[src/rtl/seg7_bin_display_if.sv]
// Bundles the value/control inputs and the status/segment outputs of
// seg7_bin_display.
//   master : producer side (score/timer logic or bench) drives value, load,
//            blank_lz, blink_en and observes busy, done, overflow, hex.
//   slave  : display driver side.
interface seg7_bin_display_if #(
  parameter int unsigned NUM_DIGITS = 6,
  parameter int unsigned VALUE_W    = 20
);
  logic [VALUE_W-1:0]      value;
  logic                    load;
  logic                    blank_lz;
  logic                    blink_en;
  logic                    busy;
  logic                    done;
  logic                    overflow;
  logic [7*NUM_DIGITS-1:0] hex;

  modport master (
    output value, load, blank_lz, blink_en,
    input  busy, done, overflow, hex
  );

  modport slave (
    input  value, load, blank_lz, blink_en,
    output busy, done, overflow, hex
  );
endinterface

[src/rtl/seg7_bin_display.sv]
// Multi-digit seven-segment driver for the DE1-SoC HEX displays.
// A binary value accepted on load is converted to BCD by double-dabble
// (one add-3/shift step per cycle), then latched into the display register.
// Ports:
//   clk, reset_n : clock, asynchronous active-low reset
//   bus (slave)  : value/load/blank_lz/blink_en in; busy/done/overflow/hex out
//                  hex is active-low, digit k at hex[7k+6:7k], bit i = segment i
module seg7_bin_display #(
  parameter int unsigned NUM_DIGITS = 6,
  parameter int unsigned VALUE_W    = 20,
  parameter int unsigned BLINK_DIV  = 25000000
) (
  input logic               clk,
  input logic               reset_n,
  seg7_bin_display_if.slave bus
);

  localparam int unsigned BCD_W    = 4 * NUM_DIGITS;
  localparam int unsigned CNT_W    = $clog2(VALUE_W + 1);
  localparam int unsigned BLINK_CW = $clog2(BLINK_DIV);

  typedef enum logic [1:0] {S_IDLE, S_SHIFT, S_LATCH} state_t;

  state_t                  r_state, w_state_nxt;
  logic [VALUE_W-1:0]      r_shreg;
  logic [BCD_W-1:0]        r_bcd, w_bcd_adj;
  logic                    r_ovf_sticky;
  logic [CNT_W-1:0]        r_cnt;
  logic [BCD_W-1:0]        r_disp;
  logic                    r_disp_vld;
  logic                    r_overflow;
  logic [7*NUM_DIGITS-1:0] r_hex, w_hex;
  logic [BLINK_CW-1:0]     r_blink_cnt;
  logic                    r_blink_off;
  logic [BCD_W-1:0]        w_src;
  logic                    w_src_ovf;
  logic                    w_src_vld;
  logic [3:0]              w_nib;
  logic                    w_lead;

  // Active-high gfedcba pattern for one BCD digit.
  function automatic logic [6:0] seg_decode(input logic [3:0] d);
    case (d)
      4'd0:    seg_decode = 7'b0111111;
      4'd1:    seg_decode = 7'b0000110;
      4'd2:    seg_decode = 7'b1011011;
      4'd3:    seg_decode = 7'b1001111;
      4'd4:    seg_decode = 7'b1100110;
      4'd5:    seg_decode = 7'b1101101;
      4'd6:    seg_decode = 7'b1111101;
      4'd7:    seg_decode = 7'b0000111;
      4'd8:    seg_decode = 7'b1111111;
      4'd9:    seg_decode = 7'b1101111;
      default: seg_decode = 7'b0000000;
    endcase
  endfunction

  always_ff @(posedge clk or negedge reset_n) begin
    if (!reset_n) r_state <= S_IDLE;
    else          r_state <= w_state_nxt;
  end

  always_comb begin
    w_state_nxt = r_state;
    case (r_state)
      S_IDLE:  if (bus.load) w_state_nxt = S_SHIFT;
      S_SHIFT: if (r_cnt == CNT_W'(1)) w_state_nxt = S_LATCH;
      S_LATCH: w_state_nxt = S_IDLE;
      default: w_state_nxt = S_IDLE;
    endcase
  end

  always_comb begin
    w_bcd_adj = r_bcd;
    for (int unsigned d = 0; d < NUM_DIGITS; d++)
      if (r_bcd[4*d +: 4] >= 4'd5) w_bcd_adj[4*d +: 4] = r_bcd[4*d +: 4] + 4'd3;
  end

  always_ff @(posedge clk or negedge reset_n) begin
    if (!reset_n) begin
      r_shreg      <= '0;
      r_bcd        <= '0;
      r_ovf_sticky <= 1'b0;
      r_cnt        <= '0;
    end else begin
      case (r_state)
        S_IDLE: if (bus.load) begin
          r_shreg      <= bus.value;
          r_bcd        <= '0;
          r_ovf_sticky <= 1'b0;
          r_cnt        <= CNT_W'(VALUE_W);
        end
        S_SHIFT: begin
          {r_bcd, r_shreg} <= {w_bcd_adj[BCD_W-2:0], r_shreg, 1'b0};
          r_ovf_sticky     <= r_ovf_sticky | w_bcd_adj[BCD_W-1];
          r_cnt            <= r_cnt - CNT_W'(1);
        end
        default: ;
      endcase
    end
  end

  // The output register is fed from the fresh BCD result during LATCH so the
  // new digits appear one cycle after done, not two.
  always_comb begin
    w_src     = (r_state == S_LATCH) ? r_bcd : r_disp;
    w_src_ovf = (r_state == S_LATCH) ? r_ovf_sticky : r_overflow;
    w_src_vld = (r_state == S_LATCH) | r_disp_vld;
    w_hex     = '1;
    w_lead    = 1'b1;
    w_nib     = '0;
    // Walk from the most significant digit down; w_lead stays set while every
    // digit seen so far is zero.
    for (int unsigned k = 0; k < NUM_DIGITS; k++) begin
      w_nib  = w_src[4*(NUM_DIGITS-1-k) +: 4];
      w_lead = w_lead & (w_nib == 4'd0);
      if (w_src_ovf)
        w_hex[7*(NUM_DIGITS-1-k) +: 7] = 7'b0111111;
      else if (!(bus.blank_lz && w_lead && (k != NUM_DIGITS-1)))
        w_hex[7*(NUM_DIGITS-1-k) +: 7] = ~seg_decode(w_nib);
    end
    // Display stays dark until the first conversion after reset.
    if (!w_src_vld || (bus.blink_en && r_blink_off)) w_hex = '1;
  end

  always_ff @(posedge clk or negedge reset_n) begin
    if (!reset_n) begin
      r_disp     <= '0;
      r_disp_vld <= 1'b0;
      r_overflow <= 1'b0;
      r_hex      <= '1;
    end else begin
      r_hex <= w_hex;
      if (r_state == S_LATCH) begin
        r_disp     <= r_bcd;
        r_disp_vld <= 1'b1;
        r_overflow <= r_ovf_sticky;
      end
    end
  end

  always_ff @(posedge clk or negedge reset_n) begin
    if (!reset_n) begin
      r_blink_cnt <= '0;
      r_blink_off <= 1'b0;
    end else if (r_blink_cnt == BLINK_CW'(BLINK_DIV - 1)) begin
      r_blink_cnt <= '0;
      r_blink_off <= ~r_blink_off;
    end else begin
      r_blink_cnt <= r_blink_cnt + BLINK_CW'(1);
    end
  end

  assign bus.busy     = (r_state != S_IDLE);
  assign bus.done     = (r_state == S_LATCH);
  assign bus.overflow = r_overflow;
  assign bus.hex      = r_hex;

endmodule

[src/flat_wrapper.sv]
// flat-port wrapper written by rule: the top's interface ports become plain ports
module seg7_bin_display_flat 
#(
  parameter int unsigned NUM_DIGITS = 6,
  parameter int unsigned VALUE_W    = 20,
  parameter int unsigned BLINK_DIV  = 25000000
)
  (clk, reset_n, bus_value, bus_load, bus_blank_lz, bus_blink_en, bus_busy, bus_done, bus_overflow, bus_hex);
  seg7_bin_display_if #(.NUM_DIGITS(NUM_DIGITS), .VALUE_W(VALUE_W)) bus_i ();
  input logic clk;
  input logic reset_n;
  input wire logic [$bits(bus_i.value)-1:0] bus_value;
  input wire logic [$bits(bus_i.load)-1:0] bus_load;
  input wire logic [$bits(bus_i.blank_lz)-1:0] bus_blank_lz;
  input wire logic [$bits(bus_i.blink_en)-1:0] bus_blink_en;
  output wire logic [$bits(bus_i.busy)-1:0] bus_busy;
  output wire logic [$bits(bus_i.done)-1:0] bus_done;
  output wire logic [$bits(bus_i.overflow)-1:0] bus_overflow;
  output wire logic [$bits(bus_i.hex)-1:0] bus_hex;
  assign bus_i.value = bus_value;
  assign bus_i.load = bus_load;
  assign bus_i.blank_lz = bus_blank_lz;
  assign bus_i.blink_en = bus_blink_en;
  assign bus_busy = bus_i.busy;
  assign bus_done = bus_i.done;
  assign bus_overflow = bus_i.overflow;
  assign bus_hex = bus_i.hex;
  seg7_bin_display #(.NUM_DIGITS(NUM_DIGITS), .VALUE_W(VALUE_W), .BLINK_DIV(BLINK_DIV)) u_core (.clk(clk), .reset_n(reset_n), .bus(bus_i));
endmodule
[config.mk]
export PLATFORM = sky130hd
export DESIGN_NAME = seg7_bin_display_flat
export DESIGN_NICKNAME = d
export VERILOG_FILES = /design/src/rtl/seg7_bin_display_if.sv /design/src/rtl/seg7_bin_display.sv /design/src/flat_wrapper.sv
export SDC_FILE = /design/constraint.sdc
export NUM_CORES = 1
export LEC_CHECK = 0
export ABC_AREA = 0
export CAP_MARGIN = 30
export CORE_MARGIN = 10
export CORE_UTILIZATION = 30
export DETAILED_ROUTE_END_ITERATION = 16
export HOLD_SLACK_MARGIN = 0.06
export PLACE_DENSITY = 0.45
export SYNTH_ARGS = -nofsm -noshare
export SYNTH_HDL_FRONTEND = slang
export SYNTH_SLANG_ARGS = --single-unit
[constraint.sdc]
create_clock -name clk -period 7.15 [get_ports clk]
set_input_delay 0.715 -clock clk [delete_from_list [all_inputs] [get_ports clk]]
set_output_delay 0.715 -clock clk [all_outputs]
set_load 0.02 [all_outputs]
==> impl_results.md, run 1 <==
- Max Cap Violations: 0
- Outcome: finished, final reports clean
- H-tree depth: 4
- Worst setup startpoint: u_core.r_state[1]
- Met2 Resource Use GR: 19.3%
- Final Slew Violations: 0
- Xor and xnor area share after synthesis: 4.55%
- Drt pass-1 iters: 4
- Hold Violations, Final: 0
- Worst-Skew Late Latency: 0.42 ns
- Syn Nets: 810
- Reg-to-reg critical path endpoint: u_core.bus.hex[8]
- Comb power frac: 38.2%
- GR met1 Demand/Resource: 15.9%
- CP max FO: 28
- Peak Freq: 248 MHz
- Final #Nets: 878
- Post-cts resize count: 0
- Routability cong.: 0.827
- Crit. End Element: flop
- DR DRC count: 0
- Worst VDD drop: 0.133 mV
- Post-Synth Adder-Cell Area: 7.67%
- Pin count of the biggest net entering global routing: 77
- Final TNS setup: 0 ns
- Die Y: 178 um
- Core area: 0.0245 mm2
- DP Area: 0.00853 mm2
- GRT Overall Usage: 12.2%
- Detailed Place HPWL: 13200 um
- GR peak layer: met2
- Clk pwr share: 26.6%
- CP Data Arrival Time: 4.36 ns
- Startpoint types: flop
- Crit Reg-Reg Startpoint: u_core.r_state[1]
- Most frequent cells in the layout: dfrtp_1 (104), o21ai_0 (73), clkdlybuf4s50_1 (68)
- Psw: 1.39 mW
- Critical Path RT: 7.48 ns
- Cells on worst reg2reg path: 9
- Commonest non-fill, non-tap cell in the layout: dfrtp_1
- Reg power frac: 35.1%
- Post-CTS Repair Setup Buffers: 0
- P per Cell Area: 413 mW/mm2
- # port buffers: 69
- M3 GR Usage: 3.70%
- Clk slew on worst S/H paths: 0.06 ns
- Yosys warns: 0
- Area of the die: 0.0318 mm2
- Wirelength per Cell: 16.3 um
- Grt total ovfl: 0
- Clock sinks: 146
- Synth Area in Simple Gates: 15.1%
- Number of flops mapped to enable cells by yosys: 0
- RSZ-0062 raised after global routing: false
- Vias in the first global route: 5857
- LEAKAGE: 4.12 nW
- FP Rows: 57
- P&R area growth vs syn: 22.9%
- Hold_ws: 0.316 ns
- Number of synthesized register bits: 146
- Final Cycle Share: 56.3%
- Dpl cells: 1111
- Max_slew headroom: 44.4%
- Maximum clock path buffer count: 2
- Cell count after synthesis: 739
- Share of layout cells above drive strength 1: 11.8%
- DR iter-0 viols: 258
- Post-synthesis mux area share: 4.97%
- Finished Cell Area: 0.00923 mm2
- Post-detailed-route count of antenna-violating nets: 0
- CTS tree: yes
- Sequential fraction of the synthesis area: 49.4%
- Pint: 2.42 mW
- Yosys cell types: 58
- Routed WL: 18700 um
- Power Total: 3.81 mW
- Clock skew: 0.0116 ns
- Hold Crit Class: in -> async
- Worst-Margin Slew: 0.835 ns
- Via count: 5586
- Hold_buf cts: 0
- Ports: 70
- Global-route wire length before repair: 31200 um
- Reg2Reg Setup Slack: 3.13 ns
- Effective utilization at floorplan: 30.7%
- Synthesized cell area: 0.00751 mm2
- TritonCTS Buffers: 17
- Ant diodes: 0
- Switching share of power: 36.5%
- Asr flop ratio synth: 100%
- Post-synthesis compound-gate area fraction: 14.6%
- Initial antenna violation count: 0
- Fin crit period: 4.02 ns
- Setup violators final: 0
- Mean Syn Cell Area: 10.2 um2
- Vias per inst: 4.88
- Main synth FF type: dfrtp_1
- Fin cells: 1144
- Root Driver: clkbuf_16
- Setup CP Type: reg -> reg
- Main combinational cell family by area after synthesis: simple AND/OR/NAND/NOR gates
- Die width: 178 um
## worst max path at each step
stage | endpoint | slack, ns | cells past startpoint
after floorplan | u_core.bus.hex[8] | 4.41 | 13
after global placement | u_core.bus.hex[8] | 3.28 | 9
after detailed placement | u_core.bus.hex[8] | 3.13 | 9
after CTS | bus_done | 3.08 | 4
after global routing | u_core.bus.hex[20] | 2.68 | 9
final | u_core.bus.hex[8] | 3.13 | 9
## cells by family (layout without fill, tap and decap cells)
kind of cell / count (synthesis) / after routing
AO/OA/AOI/OAI: 186 / 186
XOR/XNOR: 39 / 39
multiplexers: 35 / 35
buffers and inverters: 69 / 150
AND/OR/NAND/NOR: 218 / 218
adder cells (fa/ha/maj): 46 / 46
flip-flops: 146 / 146
## metal layers
layer | wire (um) | vias up
li1 | - | 2730
met1 | 9000 | 2757
met2 | 8650 | 88
met3 | 899 | 11
met4 | 153 | 0
met5 | 0 | -
## worst max-delay path, stage by stage, from the launching register on
cell	delay, ns
dfrtp_1	0.88
nand2b_1	0.55
buf_4	0.40
mux2i_1	0.48
ha_1	0.29
and2_1	0.25
nand3_1	0.14
nor4_4	0.49
nand2_1	0.25
o211ai_1	0.17
## final cells by class
cell class | instances | area, um2
clock buffer | 22 | 464
fill | 2385 | 15200
multi-input combinational | 524 | 3520
tap | 324 | 405
clock inverter | 10 | 204
inverter | 41 | 156
timing repair buffer | 77 | 773
sequential | 146 | 3710
## power groups by stage
stage / clock [mW] / combinational [mW] / sequential [mW]
after floorplan: 0 / 0.885 / 1.41
after detailed placement: 0 / 1.47 / 1.35
after global routing: 1.08 / 1.64 / 1.38
after CTS: 1.05 / 1.48 / 1.34
after global placement: 0 / 1.45 / 1.36
final: 1.02 / 1.46 / 1.34
## registers in the layout (all words and copies together) (netlist names)
register             count
u_core.bus.hex          42
u_core.r_blink_cnt      25
u_core.r_bcd            24
u_core.r_disp           24
u_core.r_shreg          20
u_core.r_cnt             5
u_core.r_state           2
u_core.bus.overflow      1
u_core.r_blink_off       1
u_core.r_disp_vld        1
u_core.r_ovf_sticky      1
## cells in the mapped netlist (2+ instances only)
cell      instances  area [um2]
mux2i_1          26         260
a31oi_1           2        12.5
nand2_1          67         251
and3b_1          19         166
o21a_1            2        15.0
dfstp_2          42        1100
and3_1            6        37.5
nand4_1          11        68.8
a211o_1           2        17.5
dfrtp_1         104        2600
ha_1             46         576
buf_4             2        15.0
nor3_1            8        40.0
and4_1            2        17.5
nor2_1           50         188
or4b_2            2        20.0
nand3_1          18        90.1
o31ai_1          11        82.6
a32o_1            7        70.1
a21oi_1          56         280
inv_1            39         146
o32ai_1           5        43.8
a21boi_0          5        37.5
o21ai_0          73         365
nor2b_1           4        25.0
xor2_1           26         228
o22ai_1           8        50.1
or3_1             3        18.8
xnor2_1          13         114
clkbuf_1         20        75.1
nor4b_1           2        17.5
buf_2             4        20.0
and2_1            4        25.0
mux2_2            8        90.1
o211ai_1          5        37.5
nand2b_1         14        87.6
nor3b_1           2        15.0
## stage by stage
stage / setup slack [ns] / util, %
final: 3.13 / 37.7
after global routing: 2.68 / 37.7
after CTS: 3.08 / 37.6
after detailed placement: 3.13 / 34.9
after global placement: 3.28 / 34.8
after floorplan: 4.41 / -
Note: power is estimated with default switching activity, not from simulation.
==> run 2, diff against run 1 <==
==> constraint.sdc (replaced) <==
create_clock -name clk -period 3.9 [get_ports clk]
set_input_delay 0.39 -clock clk [delete_from_list [all_inputs] [get_ports clk]]
set_output_delay 0.39 -clock clk [all_outputs]
set_load 0.02 [all_outputs]
==> impl_results.md, run 2 (synthesis results as in run 1) <==
- Worst VDD drop: 0.340 mV
- DR iter-0 viols: 381
- CTS tree: yes
- Area of the die: 0.0318 mm2
- TritonCTS Buffers: 17
- Root Driver: clkbuf_16
- Setup WS post-layout: 1.04 ns
- Startpoint types: flop
- Clock sinks: 146
- Pint: 4.31 mW
- Clk pwr share: 25.9%
- Ports: 70
- CP max FO: 13
- Die width: 178 um
- Clock skew: 0.00740 ns
- Effective utilization at floorplan: 30.7%
- Post-Place Setup Slack: 1.04 ns
- Finished Cell Area: 0.00924 mm2
- Final Cycle Share: 73.3%
- Setup CP Type: reg -> reg
- Drt pass-1 iters: 5
- DP Area: 0.00856 mm2
- Wirelength per Cell: 16.3 um
- CP Data Arrival Time: 3.19 ns
- Via count: 5626
- Ant diodes: 0
- H-tree depth: 4
- Largest register FFs: 42
- Grt total ovfl: 0
- Maximum clock path buffer count: 2
- Routability cong.: 0.805
- Vias per inst: 4.90
- DR DRC count: 0
- Routed WL: 18700 um
- Hold Violations, Final: 0
- Reg2Reg Setup Slack: 1.04 ns
- Post-detailed-route count of antenna-violating nets: 0
- Worst-Margin Slew: 0.881 ns
- Final #Nets: 881
- Hold Crit Class: reg -> reg
- Worst-Skew Late Latency: 0.42 ns
- Core area: 0.0245 mm2
- LEAKAGE: 4.11 nW
- Clk slew on worst S/H paths: 0.06 ns
- Peak Freq: 350 MHz
- Fin crit period: 2.86 ns
- Most frequent cells in the layout: dfrtp_1 (104), o21ai_0 (73), clkdlybuf4s50_1 (68)
- Share of layout cells above drive strength 1: 12.2%
- Outcome: finished, final reports clean
- P&R area growth vs syn: 23.1%
- Final TNS setup: 0 ns
- Fin util: 37.8%
- Post-cts resize count: 0
- Psw: 2.62 mW
- RSZ-0062 raised after global routing: false
- Crit. End Element: flop
- Die Y: 178 um
- Detailed Place HPWL: 13100 um
- FP Rows: 57
- Initial antenna violation count: 0
- Setup violators final: 0
- Reg power frac: 35.4%
- Switching share of power: 37.9%
- P per Cell Area: 750 mW/mm2
- Comb power frac: 38.7%
- Vias in the first global route: 5954
- Pin count of the biggest net entering global routing: 99
- Final Slew Violations: 0
- # port buffers: 69
- Critical Path RT: 4.24 ns
- Max Cap Violations: 0
- Max_slew headroom: 40.7%
- Global-route wire length before repair: 31100 um
- GRT Overall Usage: 12.1%
- Commonest non-fill, non-tap cell in the layout: dfrtp_1
-- run 2: changes by cell type in the layout (fill, tap and decap cells not counted), moves of 2 or more --
cell	change
clkinvlp_4	+3
bufinv_16	-2
inv_6	+3
clkbuf_1	-3
clkinv_2	-3
-- run 2: power groups by stage --
stage	sequential, mW	combinational (mW)	clock [mW]
finish	2.45	2.68	1.80
global route	2.52	3.01	1.92
CTS	2.46	2.71	1.85
detailed placement	2.48	2.70	0
global placement	2.47	2.66	0
floorplan	2.58	1.62	0
-- run 2: per-layer routing --
| layer | up-vias | global-route usage, % | share of wire (%) |
|---|---|---|---|
| li1 | 2730 | - | - |
| met1 | 2785 | 15.3 | 47 |
| met2 | 102 | 20.5 | 49 |
| met3 | 9 | 3.42 | 4.2 |
| met4 | 0 | 2.17 | 0.58 |
| met5 | - | 0 | 0 |
-- run 2: per-stage QoR --
step	total power, mW	instances	hold slack (ns)
3_5_place_dp	5.17	1113	0.465
3_3_place_gp	5.14	1111	0.460
5_1_grt	7.44	1147	0.499
2_1_floorplan	4.20	739	0.0944
6_report	6.93	1147	0.476
4_1_cts	7.02	1145	0.128
-- run 2: path summary, 6_finish.rpt --
path / start / cells past startpoint / endpoint
setup / recovery: u_core.r_state[0] / 8 / u_core.bus.hex[8]
hold / removal: u_core.r_blink_off / 1 / u_core.r_blink_off
setup reg to reg: u_core.r_state[0] / 8 / u_core.bus.hex[8]
hold reg to reg: u_core.r_blink_off / 1 / u_core.r_blink_off
max in group asynchronous: reset_n / 3 / u_core.r_bcd[19]
min in group asynchronous: reset_n / 3 / u_core.r_blink_off
-- run 2: layout make-up --
class                           instances  area (um2)
Sequential cell                       146        3710
Timing Repair Buffer                   80         810
Inverter                               41         156
Fill cell                            2381       15200
Clock buffer                           18         439
Multi-Input combinational cell        524        3520
Tap cell                              324         405
Clock inverter                         14         201
-- run 2: critical path: stages (launching register included) --
cell and delay, ns:
dfrtp_1 0.34, nand2b_1 0.26, buf_4 0.28, mux2i_1 0.51
ha_1 0.30, nand3_1 0.14, nor4_4 0.49, nand2_1 0.27
o211ai_1 0.17
-- run 2: what timing repair did --
action	in CTS	in global routing
hold buffers	0	1
buffers inserted	0	0
endpoints found under the hold margin	0	33
==> run 3, diff against run 2 <==
--- a/config.mk
+++ b/config.mk
@@ -11,7 +11,7 @@
 export CORE_UTILIZATION = 30
 export DETAILED_ROUTE_END_ITERATION = 16
 export HOLD_SLACK_MARGIN = 0.06
-export PLACE_DENSITY = 0.45
+export PLACE_DENSITY = 0.47
 export SYNTH_ARGS = -nofsm -noshare
 export SYNTH_HDL_FRONTEND = slang
 export SYNTH_SLANG_ARGS = --single-unit
==> constraint.sdc (replaced) <==
create_clock -name clk -period 2.56 [get_ports clk]
set_input_delay 0.256 -clock clk [delete_from_list [all_inputs] [get_ports clk]]
set_output_delay 0.256 -clock clk [all_outputs]
set_load 0.02 [all_outputs]
==> impl_results.md, run 3 (synthesis results as in run 1) <==
- Outcome: finished, final reports clean
- Die Y: 178 um
- LEAKAGE: 4.22 nW
- Crit path largest cell delay: 0.37 ns
- Commonest non-fill, non-tap cell in the layout: dfrtp_1
- Grt total ovfl: 0
- Ant diodes: 0
- DR DRC count: 0
- Reg power frac: 35.4%
- Via count: 5540
- Crit. End Element: flop
- Max stage delay cell, worst path: dfrtp_1
- Final #Nets: 907
- Wirelength per Cell: 15.4 um
- Core area: 0.0245 mm2
- Crit path buf inv count: 2
- Psw: 3.96 mW
- Maximum clock path buffer count: 2
- Crit-path cells: nand2b_1, buf_4, mux2i_2, ha_1, and2_1, nand3_1, nor4_4, buf_4, nand3_1, o21ai_1
- Drt pass-1 iters: 4
- Critical Path RT: 2.91 ns
- CP Data Arrival Time: 2.68 ns
- Effective utilization at floorplan: 30.7%
- Worst-Skew Late Latency: 0.43 ns
- Comb power frac: 40.6%
- Clk pwr share: 24.0%
- Area of the die: 0.0318 mm2
- Peak Freq: 429 MHz
- Detailed Place HPWL: 12700 um
- Vias per inst: 4.72
- Final Slew Violations: 0
- Clk slew on worst S/H paths: 0.07 ns
- Fin crit period: 2.33 ns
- Pin count of the biggest net entering global routing: 58
- FP Rows: 57
- Fin util: 38.5%
- Most frequent cells in the layout: dfrtp_1 (104), o21ai_0 (71), clkdlybuf4s50_1 (68)
- Global-route wire length before repair: 30100 um
- Largest register FFs: 42
- Die width: 178 um
- TritonCTS Buffers: 17
- Setup CP Type: reg -> reg
- P&R area growth vs syn: 25.5%
- DP Area: 0.00881 mm2
- Vias in the first global route: 5814
- RSZ-0062 raised after global routing: false
- Worst VDD drop: 0.437 mV
- H-tree depth: 4
- Initial antenna violation count: 0
- P per Cell Area: 1110 mW/mm2
- Setup violators final: 0
- Worst-Margin Slew: 0.692 ns
- Routed WL: 18000 um
- Root Driver: clkbuf_16
- Clock sinks: 146
- Finished Cell Area: 0.00942 mm2
- Max_slew headroom: 53.8%
- Clock skew: 0.0127 ns
- Share of layout cells above drive strength 1: 15.9%
- Final TNS setup: 0 ns
- CTS tree: yes
- Final Cycle Share: 91.0%
- # port buffers: 69
- DR iter-0 viols: 231
- GRT Overall Usage: 11.8%
- Kind of cell adding the most delay to the critical path: simple AND/OR/NAND/NOR gates
- Post-detailed-route count of antenna-violating nets: 0
- Switching share of power: 37.7%
- Hold Violations, Final: 0
- Pint: 6.54 mW
- Startpoint types: flop
- Hold Crit Class: in -> async
- Max Cap Violations: 0
- Routability cong.: 0.810
- Ports: 70
- CP max FO: 11
## run 3: metrics by stage
| step | setup slack [ns] | hold WS, ns | instances | power (mW) |
|---|---|---|---|---|
| after global placement | 0.200 | 0.276 | 1140 | 8.08 |
| final | 0.230 | 0.364 | 1173 | 10.5 |
| after detailed placement | 0.212 | 0.274 | 1140 | 8.06 |
| after CTS | 0.202 | 0.389 | 1173 | 10.7 |
| after global routing | 0.0108 | 0.413 | 1173 | 11.3 |
| after floorplan | 0.00644 | -0.0396 | 739 | 6.43 |
## run 3: worst reg2reg max path, stage by stage (launching register included)
cell	delay, ns
dfrtp_1	0.37
nand2b_1	0.09
buf_4	0.23
mux2i_2	0.25
ha_1	0.23
and2_1	0.21
nand3_1	0.13
nor4_4	0.25
buf_4	0.22
nand3_1	0.12
o21ai_1	0.16
## run 3: per-layer routing
layer	global-route usage (%)	vias up	part of all wire, %
li1	-	2790	-
met1	16.2	2653	51
met2	17.8	86	44
met3	3.11	11	4.4
met4	3.34	0	0.91
met5	0	-	0
## run 3: power groups by stage
stage / Clock, mW / Sequential (mW) / Combinational, mW
after floorplan: 0 / 3.94 / 2.50
after global placement: 0 / 3.76 / 4.32
after detailed placement: 0 / 3.75 / 4.31
after CTS: 2.60 / 3.72 / 4.33
after global routing: 2.71 / 3.82 / 4.80
final: 2.52 / 3.71 / 4.26
## run 3: path summary, 6_finish.rpt
path | start | to | slack [ns] | cells past startpoint
max | u_core.r_state[1] | u_core.bus.hex[20] | 0.23 | 10
min | reset_n | u_core.r_disp[12] | 0.36 | 2
max reg2reg | u_core.r_state[1] | u_core.bus.hex[20] | 0.23 | 10
min reg2reg | u_core.r_shreg[17] | u_core.r_shreg[17] | 0.48 | 2
max in group asynchronous | reset_n | u_core.bus.hex[15] | 1.41 | 3
min in group clk | bus_value[0] | u_core.r_shreg[0] | 0.47 | 2
## run 3: timing repair
| item | CTS | global route |
|---|---|---|
| resized for setup | 0 | 3 |
| hold endpoints to repair | 41 | 0 |
| buffers inserted | 0 | 0 |
| setup endpoints to repair | 0 | 1 |
| hold buffers | 1 | 0 |
## run 3: layout make-up
cell class | count | area (um2)
well taps | 324 | 405
fillers | 2422 | 15000
flip-flops and latches | 146 | 3710
clock buffers | 19 | 443
clock inverters | 13 | 151
inverters | 41 | 159
repair buffers | 106 | 985
multi-input cells | 524 | 3570
